`config.mk`:
```
export PLATFORM = sky130hd
export DESIGN_NAME = march_bist_engine
export DESIGN_NICKNAME = d
export VERILOG_FILES = /design/src/rtl/march_bist_engine.sv
export SDC_FILE = /design/constraint.sdc
export NUM_CORES = 1
export LEC_CHECK = 0
export CELL_PAD_IN_SITES_DETAIL_PLACEMENT = 1
export CELL_PAD_IN_SITES_GLOBAL_PLACEMENT = 2
export CORE_MARGIN = 2
export CORE_UTILIZATION = 34
export DETAILED_ROUTE_END_ITERATION = 12
export DONT_BUFFER_PORTS = 1
export PLACE_DENSITY = 0.78
export SYNTH_ARGS = -nofsm -noshare
export SYNTH_HDL_FRONTEND = slang
export SYNTH_SLANG_ARGS = --single-unit
```
`constraint.sdc`:
```
create_clock -name clk -period 3.1 [get_ports clk]
set_input_delay 0.31 -clock clk [delete_from_list [all_inputs] [get_ports clk]]
set_output_delay 0.31 -clock clk [all_outputs]
set_load 0.01 [all_outputs]
```
`src/rtl/march_bist_engine.sv`:
```
// March C- BIST engine: owns the RAM buses while busy, runs w0/r0w1/r1w0/r0w1/r1w0/r0
// over addresses 0..DEPTH-1. Optional failure log enabled by BIST_FAIL_LOG_EN.
module march_bist_engine #(
  parameter int ADDR_W = 10,
  parameter int DATA_W = 8,
  parameter int DEPTH  = 2**ADDR_W,
  parameter int FCNT_W = 8
) (
  input  logic              clk,
  input  logic              rst,
  input  logic              start,
  input  logic [DATA_W-1:0] bg,
  output logic              busy,
  output logic              done,
  output logic              fail,
  output logic [ADDR_W-1:0] fail_addr,
  output logic [DATA_W-1:0] fail_exp,
  output logic [DATA_W-1:0] fail_act,
  output logic [FCNT_W-1:0] fail_cnt,
  input  logic [ADDR_W-1:0] f_rd_addr,
  input  logic [ADDR_W-1:0] f_wr_addr,
  input  logic              f_wr_en,
  input  logic [DATA_W-1:0] f_wr_data,
  output logic [ADDR_W-1:0] ram_rd_addr,
  output logic [ADDR_W-1:0] ram_wr_addr,
  output logic              ram_wr_en,
  output logic [DATA_W-1:0] ram_wr_data,
  input  logic [DATA_W-1:0] ram_rd_data
);

  localparam logic [ADDR_W-1:0] LAST = ADDR_W'(DEPTH - 1);

  typedef enum logic [2:0] {IDLE, M0, M1, M2, M3, M4, M5, DRAIN} state_t;

  state_t            state, state_n, nxt;
  logic [ADDR_W-1:0] addr, addr_n, nxt_addr, term;
  logic              phase, phase_n;
  logic [DATA_W-1:0] bg_q;
  logic              rd_go, wr_go, rd_inv, wr_inv, down, two_op, active;
  logic [DATA_W-1:0] wr_val, rd_exp;
  logic              start_go, mismatch;
  logic              cmp_valid;
  logic [DATA_W-1:0] cmp_exp;

  always_comb begin
    state_n  = state;
    addr_n   = addr;
    phase_n  = phase;
    rd_go    = 1'b0;
    wr_go    = 1'b0;
    rd_inv   = 1'b0;
    wr_inv   = 1'b0;
    down     = 1'b0;
    two_op   = 1'b0;
    active   = 1'b1;
    nxt      = IDLE;
    nxt_addr = '0;
    term     = LAST;
    case (state)
      IDLE: begin
        active = 1'b0;
        if (start) begin
          state_n = M0;
          addr_n  = '0;
          phase_n = 1'b0;
        end
      end
      M0: begin
        wr_go = 1'b1;
        nxt   = M1;
      end
      M1: begin
        two_op = 1'b1;
        wr_inv = 1'b1;
        nxt    = M2;
      end
      M2: begin
        two_op   = 1'b1;
        rd_inv   = 1'b1;
        nxt      = M3;
        nxt_addr = LAST;
      end
      M3: begin
        two_op   = 1'b1;
        wr_inv   = 1'b1;
        down     = 1'b1;
        term     = '0;
        nxt      = M4;
        nxt_addr = LAST;
      end
      M4: begin
        two_op = 1'b1;
        rd_inv = 1'b1;
        down   = 1'b1;
        term   = '0;
        nxt    = M5;
      end
      M5: begin
        rd_go = 1'b1;
        nxt   = DRAIN;
      end
      DRAIN: begin
        active  = 1'b0;
        state_n = IDLE;
      end
      default: begin
        active  = 1'b0;
        state_n = IDLE;
      end
    endcase

    if (two_op) begin
      rd_go = !phase;
      wr_go = phase;
    end

    // Phase 0 of a two-op element only reads; the address moves after the write.
    if (two_op && !phase) begin
      phase_n = 1'b1;
    end else if (active) begin
      phase_n = 1'b0;
      if (addr == term) begin
        state_n = nxt;
        addr_n  = nxt_addr;
      end else begin
        addr_n = down ? addr - ADDR_W'(1) : addr + ADDR_W'(1);
      end
    end
  end

  assign wr_val   = wr_inv ? ~bg_q : bg_q;
  assign rd_exp   = rd_inv ? ~bg_q : bg_q;
  assign start_go = (state == IDLE) && start;
  assign mismatch = cmp_valid && (ram_rd_data != cmp_exp);
  assign busy     = (state != IDLE);

  assign ram_rd_addr = busy ? addr   : f_rd_addr;
  assign ram_wr_addr = busy ? addr   : f_wr_addr;
  assign ram_wr_en   = busy ? wr_go  : f_wr_en;
  assign ram_wr_data = busy ? wr_val : f_wr_data;

  always_ff @(posedge clk) begin
    if (rst) begin
      state     <= IDLE;
      addr      <= '0;
      phase     <= 1'b0;
      bg_q      <= '0;
      cmp_valid <= 1'b0;
      cmp_exp   <= '0;
      done      <= 1'b0;
      fail      <= 1'b0;
    end else begin
      state     <= state_n;
      addr      <= addr_n;
      phase     <= phase_n;
      cmp_valid <= rd_go;
      cmp_exp   <= rd_exp;
      if (start_go) bg_q <= bg;
      if (start_go)            done <= 1'b0;
      else if (state == DRAIN) done <= 1'b1;
      if (start_go)      fail <= 1'b0;
      else if (mismatch) fail <= 1'b1;
    end
  end

`ifdef BIST_FAIL_LOG_EN
  logic [ADDR_W-1:0] cmp_addr;
  logic [ADDR_W-1:0] log_addr;
  logic [DATA_W-1:0] log_exp, log_act;
  logic [FCNT_W-1:0] log_cnt;

  always_ff @(posedge clk) begin
    if (rst) begin
      cmp_addr <= '0;
      log_addr <= '0;
      log_exp  <= '0;
      log_act  <= '0;
      log_cnt  <= '0;
    end else begin
      cmp_addr <= addr;
      if (start_go) begin
        log_addr <= '0;
        log_exp  <= '0;
        log_act  <= '0;
        log_cnt  <= '0;
      end else if (mismatch) begin
        if (log_cnt != '1) log_cnt <= log_cnt + FCNT_W'(1);
        // Only the first miscompare of a test is recorded.
        if (!fail) begin
          log_addr <= cmp_addr;
          log_exp  <= cmp_exp;
          log_act  <= ram_rd_data;
        end
      end
    end
  end

  assign fail_addr = log_addr;
  assign fail_exp  = log_exp;
  assign fail_act  = log_act;
  assign fail_cnt  = log_cnt;
`else
  assign fail_addr = '0;
  assign fail_exp  = '0;
  assign fail_act  = '0;
  assign fail_cnt  = '0;
`endif

endmodule

```
Word-level counts from Yosys, hierarchy flattened
Cells that the tools add are included.
{ "totals": {"output_inout_bits": 66, "wordCells": 68, "input_bits": 48, "register_bits": 33} }
{ "classes": {"n_mux": 32, "n_eq_ne": 11, "bitwise_logic": 1, "add_sub_neg": 2, "reduce_logical": 14} }
{ "op_table": {"columns": ["operator", "count"], "rows": [
  ["2-to-1 mux 10 bit", 10],
  ["2-to-1 mux 8 bit", 3],
  ["case mux 3 bit (6 select lines)", 1],
  ["2-to-1 mux 1 bit", 13],
  ["equality test 3 bit, second input constant", 4],
  ["2-to-1 mux 3 bit", 4],
  ["OR reduction 2 bit", 6],
  ["adder 10 x 1 -> 10 bit, second input constant", 1],
  ["equality test 10 bit", 1],
  ["subtractor 10 x 1 -> 10 bit, second input constant", 1],
  ["inequality test 8 bit", 1],
  ["inverter 8 bit", 1],
  ["equality test 3 x 2 -> 1 bit, second input constant", 2],
  ["inequality test 3 x 1 -> 1 bit, second input constant", 2],
  ["case mux 3 bit (2 select lines)", 1],
  ["OR reduction 4 bit", 1],
  ["equality test 3 x 1 -> 1 bit, second input constant", 1],
  ["logical AND 1 bit", 3],
  ["logical NOT 3 bit", 1],
  ["nonzero test 3 bit", 1],
  ["AND reduction 2 bit", 1],
  ["logical NOT 1 bit", 1]
]} }

Longest topological paths before layout
{ "logic_depth": {"ltp_word": 7, "mapped_depth": 11, "mapped_depth_nobuf": 9} }

Least setup slack after synthesis
OpenSTA, ideal clock, no wires.
{ "synth_path": {"path_type": "register -> register", "from": "register state[1]", "to": "register addr[9]", "arrival_time_ns": 2.587, "setup_time_ns": 0.066, "slack_ns": 0.447, "stages_incl_launch_ff": 11, "n_path_buf": 2, "synth_period_minus_slack_ns": 2.653, "required_time_ns": 3.034, "path_cell_list": "dfxtp_1 > buf_4 > clkbuf_1 > inv_1 > ha_1 > ha_1 > a21o_1 > a221oi_2 > o221ai_2 > mux2_4 > a21oi_2"} }
{ "synth_between": {"elab_chain_cells": 7, "word_cells_on_any_way": 21, "classes_between": "eq/ne: 6; mux: 9; reduce/logical: 6"} }
{ "synth_rtl": {"columns": ["element", "line", "rtl"], "rows": [
  ["start: declaration", "35", "state_t state, state_n, nxt;"],
  ["start signal: assignment", "153", "state <= state_n;"],
  ["equality test 3 bit", "59", "case (state)"],
  ["OR reduction 2 bit (no source line)", null, null],
  ["2-to-1 mux 10 bit or 2-to-1 mux 1 bit (tied branches)", "59", null],
  ["equality test 10 bit or 2-to-1 mux 10 bit (tied branches)", "122, 126", null],
  ["2-to-1 mux 10 bit", "122", "if (addr == term) begin"],
  ["2-to-1 mux 10 bit", "120", "end else if (active) begin"],
  ["2-to-1 mux 10 bit (*)", "118", "if (two_op && !phase) begin"],
  ["end signal: assignment", "154", "addr <= addr_n;"],
  ["end: declaration", "36", "logic [ADDR_W-1:0] addr, addr_n, nxt_addr, term;"]
]} }
Every way passes the cells marked *; elsewhere a longest branch is shown, timed or not.
A chain may end at the register's enable or synchronous reset.

Worst setup path after layout
{ "layout_path": {"from": "register state[1]", "to": "register state[1]"} }
{ "layout_between": {"elab_chain_cells": 7, "word_cells_on_any_way": 21, "classes_between": "eq/ne: 8; mux: 8; reduce/logical: 5"} }
{ "layout_rtl": {"columns": ["element", "line"], "rows": [
  ["equality test 3 bit", "59"],
  ["OR reduction 2 bit (no source line)", null],
  ["2-to-1 mux 10 bit", "59"],
  ["equality test 10 bit", "122"],
  ["2-to-1 mux 3 bit", "122"],
  ["2-to-1 mux 3 bit", "120"],
  ["2-to-1 mux 3 bit (*)", "118"]
]} }
Marked as above.

==> impl_metrics.tcl <==
set metrics [dict create \
    synth_xor_area_frac 0.0760 \
    synthMostInstantiatedCell "nand2_1" \
    die_w_um 92.3 \
    power_per_cell_area_nw_per_um2 377 \
    grt_max_degree 28 \
    portBuffers 0 \
    maxCapViolCount 0 \
    setup_viol 0 \
    tightestPinTransition_ps 745 \
    crit_path_cell_trace "inv_1 > ha_1 > ha_1 > and4_1 > o2111ai_4 > nor2_2 > a21oi_1 > nor3_1" \
    hpwlAfterDp_mm 5.06 \
    drt_wl_total_mm 6.73 \
    synth_top_area_cell "dfxtp_1" \
    postCtsSetupBuffers 0 \
    synth-async-reset-ratio 0 \
    cts_root_buffer "clkbuf_8" \
    slowest_delay_ps 520 \
    cts.sinks 33 \
    gp_congestion 0.821 \
    dominantRegCellSynth "dfxtp_1" \
    grt_pass1_wl_mm 10.6 \
    r2r_slack_ps 630 \
    path_delay_family "adder cells" \
    critPathMostFrequentCell "ha_1" \
    min_period_over_period 0.795 \
    hold_start "rst" \
    ctsResizeCount 0 \
    layout.cells.non_filler 457 \
    wl_per_cell_um 14.7 \
    tns_ps 0 \
    seqCellArea_sq_um 661 \
    detail_route.vias_per_cell 5.00 \
    synth_compound_area_frac 0.242 \
    power.leakage_nw 1.17 \
    ys_types 55 \
    htreeDepth 2 \
    critPathRequiredTime_ps 3310 \
    first_pass_iters 4 \
    final_util 0.348 \
    multi_input_area_sq_um 1720 \
    drc 0 \
    final_max_slew_viol_count 0 \
    fin_nets 412 \
    crit_arrival_ps 2680 \
    synth_common_cells "nand2_1, buf_4, a21oi_1, dfxtp_1, o21ai_0" \
    rsz0062_at_grt "false" \
    synth_top_area_frac 0.249 \
    synth_top_family_by_area "compound AO/OA/AOI/OAI gates" \
    path_clk_slew_ps 70 \
    slew_headroom 0.503 \
    vias 2287 \
    endpoint "state[1]" \
    cp-startpoint "state[1]" \
    finClkSkew_ps 4.66 \
    postCtsHoldBufs 0 \
    fillCellCount 982 \
    crit_type "reg2reg" \
    io_pins 114 \
    status "completed" \
    synthMuxAreaShare 0.00944 \
    crit_slowest_cell "ha_1" \
    cts_buffers 5 \
    clockBufferDepth 2 \
    ys_seq_area_frac 0.249 \
    die-area_sq_um 8520 \
    synth_fa_ha_area_frac 0.0500 \
    grtUsageTotal 0.154 \
    r2r_end "state[1]" \
    yosys.area_share.simple 0.225 \
    hold_viol 0 \
    clkLatencyLatePin_ps 290 \
    initialDrtViolationCount 57 \
    antenna_found_initial 0 \
    coreArea_sq_um 7650 \
    syn_avg_cell_area_sq_um 7.30 \
    overflow 0 \
    drive_gt1_frac 0.0789 \
    fmax_ghz 0.406 \
    synthTopCellsByArea "dfxtp_1, nand2_1, buf_4" \
    synth.cell_area_sq_um 2650 \
    die_height_um 92.3 \
    place_inst 449 \
    r2r_start "state[1]" \
    critPathLaunchType "flop" \
    syn_to_final_growth_pct 0.330 \
    holdWs_ps 86.0 \
    num_rows 32 \
    initial_core_util 0.347 \
    synth_edf_count 0 \
    ir_worst_vdd_uv 137 \
    hold_class "in2reg" \
    synth_cells 363 \
    grt_pass1_vias 2186 \
    cp_max_fo 12 \
    period_minus_slack_ps 2470 \
    r2r_cells 8 \
    end_kind "flop" \
    postRouteAntennaNets 0 \
    n_antenna_cell 0 \
    crit_buf_inv 1 \
    synth_seq_cells 33 \
    yosysWarnings 0 \
    cp_num_cells 8 \
    cts_tree "done" \
]
==> where the power goes <==
part	internal, mW	switching [mW]
logic	0.0668	0.131
registers	0.446	0.0321
clock network	0.155	0.173
==> sequential cells by signal (all words and copies together), names as in the netlist <==
| name | cells |
|---|---|
| addr | 10 |
| bg_q | 8 |
| cmp_exp | 8 |
| cmp_valid | 1 |
| done | 1 |
| fail | 1 |
| phase | 1 |
| state | 3 |
==> placed cells by master, fill, tap and decap left out, types with 6 or more instances in the layout <==
| cell | netlist | routed |
|---|---|---|
| a21o_1 | 9 | 9 |
| a21oi_1 | 35 | 35 |
| a22oi_1 | 8 | 8 |
| conb_1 | 1 | 34 |
| dfxtp_1 | 33 | 33 |
| ha_1 | 9 | 9 |
| inv_1 | 6 | 6 |
| nand2_1 | 87 | 87 |
| nor2_1 | 15 | 15 |
| o21ai_0 | 28 | 28 |
| xor2_1 | 18 | 18 |
==> worst min-delay path by stage <==
stage / cells after the start / end
after floorplan: 2 / bg_q[0]
after global placement: 1 / bg_q[7]
after detailed placement: 1 / bg_q[3]
after CTS: 1 / bg_q[3]
after global routing: 1 / cmp_exp[6]
final: 1 / bg_q[2]
==> cell type report <==
cell class,count,area share
multi-input combinational,303,0.648
sequential,33,0.248
tap,102,0.0480
clock inverter,3,0.00659
inverter,6,0.00847
clock buffer,5,0.0259
timing repair buffer,5,0.0141
==> kinds of logic (layout without fill, tap and decap cells) <==
| logic type | Yosys count | in the layout |
|---|---|---|
| AOI/OAI and AO/OA | 101 | 101 |
| xor gates and xnor gates | 23 | 23 |
| and+or+nand+nor | 133 | 133 |
| DFF | 33 | 33 |
| buffers and inverters | 60 | 19 |
| adders and majority gates | 10 | 10 |
| other | 1 | 34 |
| muxes | 2 | 2 |
==> worst reg2reg max path, stage by stage (launching register included) <==
cell,delay [ps]
dfxtp_1,340
inv_1,50
ha_1,370
ha_1,520
and4_1,320
o2111ai_4,260
nor2_2,240
a21oi_1,100
nor3_1,200
==> metal layers <==
layer,global-route usage,vias up,part of all wire
met5,0,-,0
met4,0.0299,0,0.0071
met3,0.0279,8,0.041
met2,0.291,50,0.52
met1,0.182,1071,0.43
li1,-,1158,-
==> stage by stage <==
step	total power [mW]	setup WS [ps]	area, sq um
3_5_place_dp	0.687	647	2570
5_1_grt	1.07	378	2660
4_1_cts	1.02	624	2660
3_3_place_gp	0.681	724	2570
6_report	1.00	634	2660
2_1_floorplan	0.688	447	2770
Power figures use the tool's default switching activity.
